<file path="src/rtl/sign_packer_if.sv">
// sign_packer_if: start/snapshot inputs, status outputs and the valid/ready word stream of sign_packer.
interface sign_packer_if #(
  parameter int DIM = 1024,
  parameter int OUT_W = 32
);
  logic start;
  logic [DIM-1:0] sign_bits;
  logic busy;
  logic done;
  logic [OUT_W-1:0] m_data;
  logic m_valid;
  logic m_ready;
  logic m_last;
  modport master (
    input  start, sign_bits, m_ready,
    output busy, done, m_data, m_valid, m_last
  );
  modport slave (
    output start, sign_bits, m_ready,
    input  busy, done, m_data, m_valid, m_last
  );
endinterface

</file>
<file path="src/rtl/sign_packer.sv">
// sign_packer: snapshots DIM sign bits on start and streams them as OUT_W-bit words (dimension 0 first).
// Define SIGN_PACK_PARITY_EN to append an XOR parity word after the data words.
module sign_packer #(
  parameter int DIM = 1024,
  parameter int OUT_W = 32
) (
  input logic clk,
  input logic rst,
  sign_packer_if.master pk
);
  localparam int WORDS = DIM / OUT_W;
`ifdef SIGN_PACK_PARITY_EN
  localparam int NW = WORDS + 1;
`else
  localparam int NW = WORDS;
`endif
  localparam int IW = $clog2(WORDS + 1);
  localparam logic [IW-1:0] LAST = IW'(NW - 1);
  typedef enum logic [1:0] {IDLE, SEND, DONE} state_t;
  state_t state_q;
  logic [DIM-1:0] snap_q;
  logic [IW-1:0] idx_q, nxt_d;
  logic [OUT_W-1:0] data_q, data_d;
  logic valid_q, last_q, busy_q, done_q, xfer;
`ifdef SIGN_PACK_PARITY_EN
  logic [OUT_W-1:0] par_q;
`endif
  assign xfer = valid_q && pk.m_ready;
  always_comb begin
    nxt_d = idx_q + 1'b1;
`ifdef SIGN_PACK_PARITY_EN
    data_d = (nxt_d == IW'(WORDS)) ? par_q ^ data_q : snap_q[OUT_W*int'(nxt_d) +: OUT_W];
`else
    data_d = snap_q[OUT_W*int'(nxt_d) +: OUT_W];
`endif
  end
  always_ff @(posedge clk) begin
    if (rst) begin
      state_q <= IDLE;
      snap_q <= '0;
      idx_q <= '0;
      data_q <= '0;
      valid_q <= 1'b0;
      last_q <= 1'b0;
      busy_q <= 1'b0;
      done_q <= 1'b0;
`ifdef SIGN_PACK_PARITY_EN
      par_q <= '0;
`endif
    end else begin
      case (state_q)
        IDLE: if (pk.start) begin
          state_q <= SEND;
          snap_q <= pk.sign_bits;
          idx_q <= '0;
          data_q <= pk.sign_bits[OUT_W-1:0];
          valid_q <= 1'b1;
          last_q <= (NW == 1);
          busy_q <= 1'b1;
`ifdef SIGN_PACK_PARITY_EN
          par_q <= '0;
`endif
        end
        SEND: if (xfer) begin
`ifdef SIGN_PACK_PARITY_EN
          par_q <= par_q ^ data_q;
`endif
          if (idx_q == LAST) begin
            state_q <= DONE;
            valid_q <= 1'b0;
            last_q <= 1'b0;
            done_q <= 1'b1;
          end else begin
            idx_q <= nxt_d;
            data_q <= data_d;
            last_q <= (nxt_d == LAST);
          end
        end
        DONE: begin
          state_q <= IDLE;
          done_q <= 1'b0;
          busy_q <= 1'b0;
        end
        default: state_q <= IDLE;
      endcase
    end
  end
  assign pk.m_data = data_q;
  assign pk.m_valid = valid_q;
  assign pk.m_last = last_q;
  assign pk.busy = busy_q;
  assign pk.done = done_q;
endmodule

</file>
<file path="src/flat_wrapper.sv">
// flat-port wrapper written by rule: the top's interface ports become plain ports
module sign_packer_flat 
#(
  parameter int DIM = 1024,
  parameter int OUT_W = 32
)
  (clk, rst, pk_start, pk_sign_bits, pk_m_ready, pk_busy, pk_done, pk_m_data, pk_m_valid, pk_m_last);
  sign_packer_if #(.DIM(DIM), .OUT_W(OUT_W)) pk_i ();
  input logic clk;
  input logic rst;
  input wire logic [$bits(pk_i.start)-1:0] pk_start;
  input wire logic [$bits(pk_i.sign_bits)-1:0] pk_sign_bits;
  input wire logic [$bits(pk_i.m_ready)-1:0] pk_m_ready;
  output wire logic [$bits(pk_i.busy)-1:0] pk_busy;
  output wire logic [$bits(pk_i.done)-1:0] pk_done;
  output wire logic [$bits(pk_i.m_data)-1:0] pk_m_data;
  output wire logic [$bits(pk_i.m_valid)-1:0] pk_m_valid;
  output wire logic [$bits(pk_i.m_last)-1:0] pk_m_last;
  assign pk_i.start = pk_start;
  assign pk_i.sign_bits = pk_sign_bits;
  assign pk_i.m_ready = pk_m_ready;
  assign pk_busy = pk_i.busy;
  assign pk_done = pk_i.done;
  assign pk_m_data = pk_i.m_data;
  assign pk_m_valid = pk_i.m_valid;
  assign pk_m_last = pk_i.m_last;
  sign_packer #(.DIM(DIM), .OUT_W(OUT_W)) u_core (.clk(clk), .rst(rst), .pk(pk_i));
endmodule
</file>
<file path="config.mk">
export PLATFORM = sky130hd
export DESIGN_NAME = sign_packer_flat
export DESIGN_NICKNAME = d
export VERILOG_FILES = /design/src/rtl/sign_packer_if.sv /design/src/rtl/sign_packer.sv /design/src/flat_wrapper.sv
export SDC_FILE = /design/constraint.sdc
export NUM_CORES = 2
export LEC_CHECK = 0
export ABC_AREA = 1
export CELL_PAD_IN_SITES_DETAIL_PLACEMENT = 0
export CELL_PAD_IN_SITES_GLOBAL_PLACEMENT = 1
export CORE_ASPECT_RATIO = 0.8
export CORE_MARGIN = 2
export CORE_UTILIZATION = 30
export CTS_BUF_LIST = sky130_fd_sc_hd__clkbuf_16
export CTS_CLUSTER_SIZE = 40
export DETAILED_ROUTE_END_ITERATION = 8
export HOLD_SLACK_MARGIN = 0.08
export PLACE_DENSITY_LB_ADDON = 0.1
export REMOVE_ABC_BUFFERS = 1
export SETUP_SLACK_MARGIN = 0.02
export SLEW_MARGIN = 20
export SYNTH_ARGS = -nofsm -noshare
export SYNTH_HDL_FRONTEND = slang
export SYNTH_SLANG_ARGS = --single-unit
export TNS_END_PERCENT = 10
</file>
<file path="constraint.sdc">
create_clock -name clk -period 2.6 [get_ports clk]
set_clock_uncertainty 0.15 [all_clocks]
set_input_delay 0.65 -clock clk [delete_from_list [all_inputs] [get_ports clk]]
set_output_delay 0.65 -clock clk [all_outputs]
set_load 0.03 [all_outputs]
</file>
=== After elaboration in Yosys (flattened, before gate mapping) ===
Cells that the tools add are included.
W data, S select, Z words.

* Bits in registers: 1068
* Bits in latches: 0
* Memory bits (writable): 0
* ROM bits: 0
* Bits of input ports: 1028
* Output and inout bits: 36
* Word-level logic and storage cells: 54
* Memories: 0

* Add/subtract/negate cells: 1
* Multiply operators: 0
* Divide/modulo/power cells: 0
* Order comparisons: 0
* Equal/unequal tests: 8
* Shift operators: 1
* Muxes and demuxes: 24
* Bitwise gates (word level): 0
* Reduce and logical (&&, ||, !) cells: 12

{| class="wikitable"
|+ Operators by type and width
! kind !! number
|-
| $shiftx A1024 B12 Y32 || 1
|-
| $mux W32 || 3
|-
| $pmux W32 S2 || 1
|-
| $mux W6 || 3
|-
| $eq A6 B5 Y1 const B || 2
|-
| $pmux W6 S2 || 1
|-
| $reduce_and A3 Y1 || 3
|-
| $mux W1 || 8
|-
| $pmux W1 S2 || 4
|-
| $reduce_and A4 Y1 || 2
|-
| $add A6 B1 Y6 const B || 1
|-
| $mux W2 || 3
|-
| $reduce_bool A2 Y1 || 3
|-
| $ne A2 B1 Y1 const B || 2
|-
| $ne A2 B2 Y1 const B || 2
|-
| $pmux W2 S2 || 1
|-
| $reduce_and A2 Y1 || 2
|-
| $eq A2 B1 Y1 const B || 1
|-
| $eq A2 B2 Y1 const B || 1
|-
| $logic_not A2 Y1 || 1
|-
| $logic_and A1 B1 Y1 || 1
|}

=== Depth between registers and ports, before layout ===
* Word-level depth: 5
* Mapped depth: 15
* Mapped depth without buffers: 11

=== Worst setup path after synthesis ===
No wires, ideal clock.

* Kind: register to register
* From: register u_core.idx_q[0]
* To: register u_core.data_q[0] (netlist: u_core.pk.m_data[0])
* Setup time: 0.070 ns
* Arrival: 2.112 ns
* Data required time: 2.380 ns
* Path slack: 0.269 ns
* Cell stages (with the launch flop): 15
* Path buffers: 6
* Period minus slack after synthesis: 2.331 ns
* Cell sequence: dfxtp_1 buf_4 inv_2 buf_2 buf_2 ha_1 buf_2 buf_2 clkbuf_1 nand3_1 nand3_1 nand3_1 nand3_1 nand3_1 a21oi_1

* Cells in the longest elaborated chain, start to end: 5
* Elaborated cells between the ends (all ways): 8
* Classes of those cells: add/sub (1); eq/ne (2); shift (1); mux (3); reduce/logical (1)

{| class="wikitable"
|+ RTL lines
! element !! RTL line !! text
|-
| start: declaration || sign_packer.sv:22 || <nowiki>logic [IW-1:0] idx_q, nxt_d;</nowiki>
|-
| start signal: assignment || sign_packer.sv:74 || <nowiki>idx_q <= nxt_d;</nowiki>
|-
| $add A6 B1 Y6 || sign_packer.sv:30 || <nowiki>nxt_d = idx_q + 1'b1;</nowiki>
|-
| $shiftx A1024 B12 Y32 || sign_packer.sv:34 || <nowiki>data_d = snap_q[OUT_W*int'(nxt_d) +: OUT_W];</nowiki>
|-
| $mux W32 || sign_packer.sv:68 || <nowiki>if (idx_q == LAST) begin</nowiki>
|-
| $mux W32 || sign_packer.sv:64 || <nowiki>SEND: if (xfer) begin</nowiki>
|-
| $pmux W32 S2 || sign_packer.sv:51 || <nowiki>case (state_q)</nowiki>
|-
| end signal: assignment || sign_packer.sv:56 || <nowiki>data_q <= pk.sign_bits[OUT_W-1:0];</nowiki>
|-
| end signal: assignment || sign_packer.sv:75 || <nowiki>data_q <= data_d;</nowiki>
|-
| end: declaration || sign_packer.sv:23 || <nowiki>logic [OUT_W-1:0] data_q, data_d;</nowiki>
|}

Several ways; a longest one is shown, not always the timed one. The select of a mux whose other input is x is not followed.
A chain may end at the register's enable or synchronous reset.

=== Worst setup path after layout ===
* From: register u_core.data_q[16] (netlist: u_core.pk.m_data[16])
* To: output port pk_m_data[16]

{| class="wikitable"
|+ RTL lines
! element !! RTL line !! text
|-
| end: declaration || flat_wrapper.sv:16 || <nowiki>output wire logic [$bits(pk_i.m_data)-1:0] pk_m_data;</nowiki>
|}

No word-level cell between the ends.

==> flow_summary.yaml <==
outcome:
  status: "completed"
setup_path:
  r2r_start: "u_core.idx_q[0]"
  cp_cell_sequence: "dlygate4sd2_1"
  r2r_end: "u_core.pk.m_data[5]"
  cp.arrival_ns: 1.68
  path_class: "flip-flop to output pin"
  startpoint: "u_core.pk.m_data[16]"
  cp_max_fo: 2
  start_kind: "flip-flop"
  r2r_setup_slack_ns: 0.17
  cp_slowest_cell: "dlygate4sd2_1"
  cp.depth: 1
  end_kind: "output pin"
  critPathTopFamily: "buffers and inverters"
  path_buf_inv: 1
  ff2ff_path_depth: 10
  critPathRequiredTime_ns: 1.80
  cp_slowest_stage_delay_ns: 0.51
detailed_routing:
  first_pass_iters: 6
  drc: 0
  wl_per_cell_um: 21.2
  routed_via_density: 4.86
  final_antenna_net_count: 0
  finalWirelength_um: 213000
  vias: 48900
  drt_iter0_drc: 3286
power_and_ir_drop:
  power_density_nw_per_um2: 640
  ir_drop_mv: 0.512
  p_leak_nw: 27.2
  p_total_mw: 42.2
sta:
  hold_ws_ns: 0.295
  setup_violations: 0
  max_freq_ghz: 0.403
  final_max_slew_viol_count: 0
  fin_crit_ns: 2.48
  hold_viol_final: 0
  slew_headroom_pct: 40.6
  rsz0062_at_grt: "false"
  tns_ns: 0
  tightest_slew_ns: 0.881
  fin_crit_sh_pct: 95.5
clocking:
  clk_pin_slew_ns: 0.06
  cts_buffers: 120
  cts_tree: "built"
  post_cts_buffers: 0
  htree_levels: 3
  clock_tree.buffer_depth: 3
  clk_latency_ns: 0.75
  cts-root-buf: "clkbuf_16"
  cts.sinks: 1068
floorplanning:
  rows: 130
  start_util_pct: 30.3
  ios: 1064
  die_y_um: 360
  die_area_um2: 162000
  fp.dieW_um: 449
  coreArea_um2: 157000
synthesis:
  synth_cells: 6873
  synth_top_area_share_pct: 44.9
  yosysWarnings: 0
  ys_types: 28
  syn_area_per_cell_um2: 6.93
  synth_area_leader_cell: "dfxtp_1"
  seq_area_frac_synth_pct: 44.9
  ys_seq_elements: 1068
  synth_area_leaders: "dfxtp_1 45%, o21ai_0 11%, a21oi_1 11%"
  netlist_area_um2: 47600
grt:
  grt_overflow: 0
  grt_pass1_wl_um: 310000
  antenna_found_initial: 66
  grt_pass1_vias: 47100
  grtUsageTotal_pct: 25.2
  grt_max_degree: 111
final_layout:
  final_layout_size_suffix_gt1_share_pct: 6.46
  fillers: 16400
  final_common_cell: "o21ai_0"
  area_growth_pct: 38.6
  final_cell_mix: "1091 x o21ai_0, 1066 x dfxtp_1, 1033 x a21oi_1, 1027 x clkdlybuf4s50_1, 1022 x inv_1"
  nNetsFinal: 8824
run:
  cap_violations: 0
min_path:
  min_to: "u_core.snap_q[240]"
  hp-start: "u_core.snap_q[240]"
  hp-class: "flip-flop to flip-flop"
  min_path_cells: 2
place:
  hpwlAfterDp_um: 149000
  placement.io_buffers: 1063
  place.gp.congestion: 0.847
-- power breakdown --
part           internal (mW)  switching [mW]
logic                   3.25            3.92
registers               17.7           0.353
clock network           9.54            7.42
-- state kept, by name (all words and copies together) (netlist names) --
| register | cells |
|---|---|
| u_core.snap_q | 1024 |
| u_core.pk.m_data | 32 |
| u_core.idx_q | 6 |
| u_core.state_q | 2 |
| u_core.pk.busy | 1 |
| u_core.pk.done | 1 |
| u_core.pk.m_last | 1 |
| u_core.pk.m_valid | 1 |
-- synth_stat cells --
master / instances
o21ai_0: 1091
dfxtp_1: 1068
a21oi_1: 1033
nand2_1: 1012
inv_1: 1000
nand3_1: 962
clkbuf_1: 328
buf_2: 225
nor2_1: 74
o211ai_1: 32
buf_6: 10
buf_4: 7
buf_1: 5
inv_2: 4
clkbuf_2: 3
clkinv_1: 3
nor3_1: 3
ha_1: 2
xor2_1: 2
and2_1: 1
nand2_2: 1
nand2_4: 1
nand3_2: 1
nand4_1: 1
nor2_2: 1
or2_1: 1
or2_2: 1
xnor2_1: 1
-- worst max path at each step --
| stage | end | slack [ns] |
|---|---|---|
| after global placement | u_core.snap_q[291] | -0.31 |
| final | pk_m_data[16] | 0.12 |
| after CTS | pk_m_data[16] | 0.05 |
| after detailed placement | u_core.snap_q[291] | -0.34 |
| after floorplan | u_core.pk.m_data[0] | -31.21 |
| after global routing | u_core.pk.m_data[9] | 0.05 |
-- timing repair --
item                                    4_1_cts  5_1_grt
endpoints found under the setup margin       36        9
resized for setup                            37        3
hold buffers                                  0        0
-- layer usage --
metal	track usage (%)	vias up	wire length, um
met4	13.2	16	10400
met2	42.7	1225	104000
met3	3.48	382	9030
li1	-	24300	-
met5	0	-	100
met1	31.2	23000	89400
-- logic make-up (layout without fill, tap and decap cells) --
group	Yosys count	count (layout)	share of synthesized area, %
buf+inv	1585	2610	13.3
fa+ha+maj	2	2	0.0526
xor+xnor	3	3	0.0552
flops	1068	1068	44.9
other cells	0	43	0
compound gates	2156	2156	22.8
simple gates	2059	2059	18.8
-- area by class of cell --
class / count / area, um2 / area share [%]
tap: 2112 / 2640 / 4.01
clock inverter: 104 / 766 / 1.16
multi-input combinational: 4220 / 20000 / 30.3
sequential: 1068 / 21400 / 32.4
inverter: 1007 / 3820 / 5.78
clock buffer: 122 / 3050 / 4.63
antenna: 43 / 108 / 0.163
timing repair buffer: 1377 / 14200 / 21.6
-- through the flow --
step / instances / area, um2 / util [%] / worst slack (ns)
6_report: 10100 / 66000 / 41.9 / 0.118
5_1_grt: 10000 / 66000 / 41.9 / 0.0473
4_1_cts: 10000 / 65900 / 41.9 / 0.0462
3_5_place_dp: 9784 / 62100 / 39.5 / -0.337
3_3_place_gp: 9784 / 62100 / 39.5 / -0.309
2_1_floorplan: 6295 / 45000 / - / -31.21
Power figures use the tool's default switching activity.
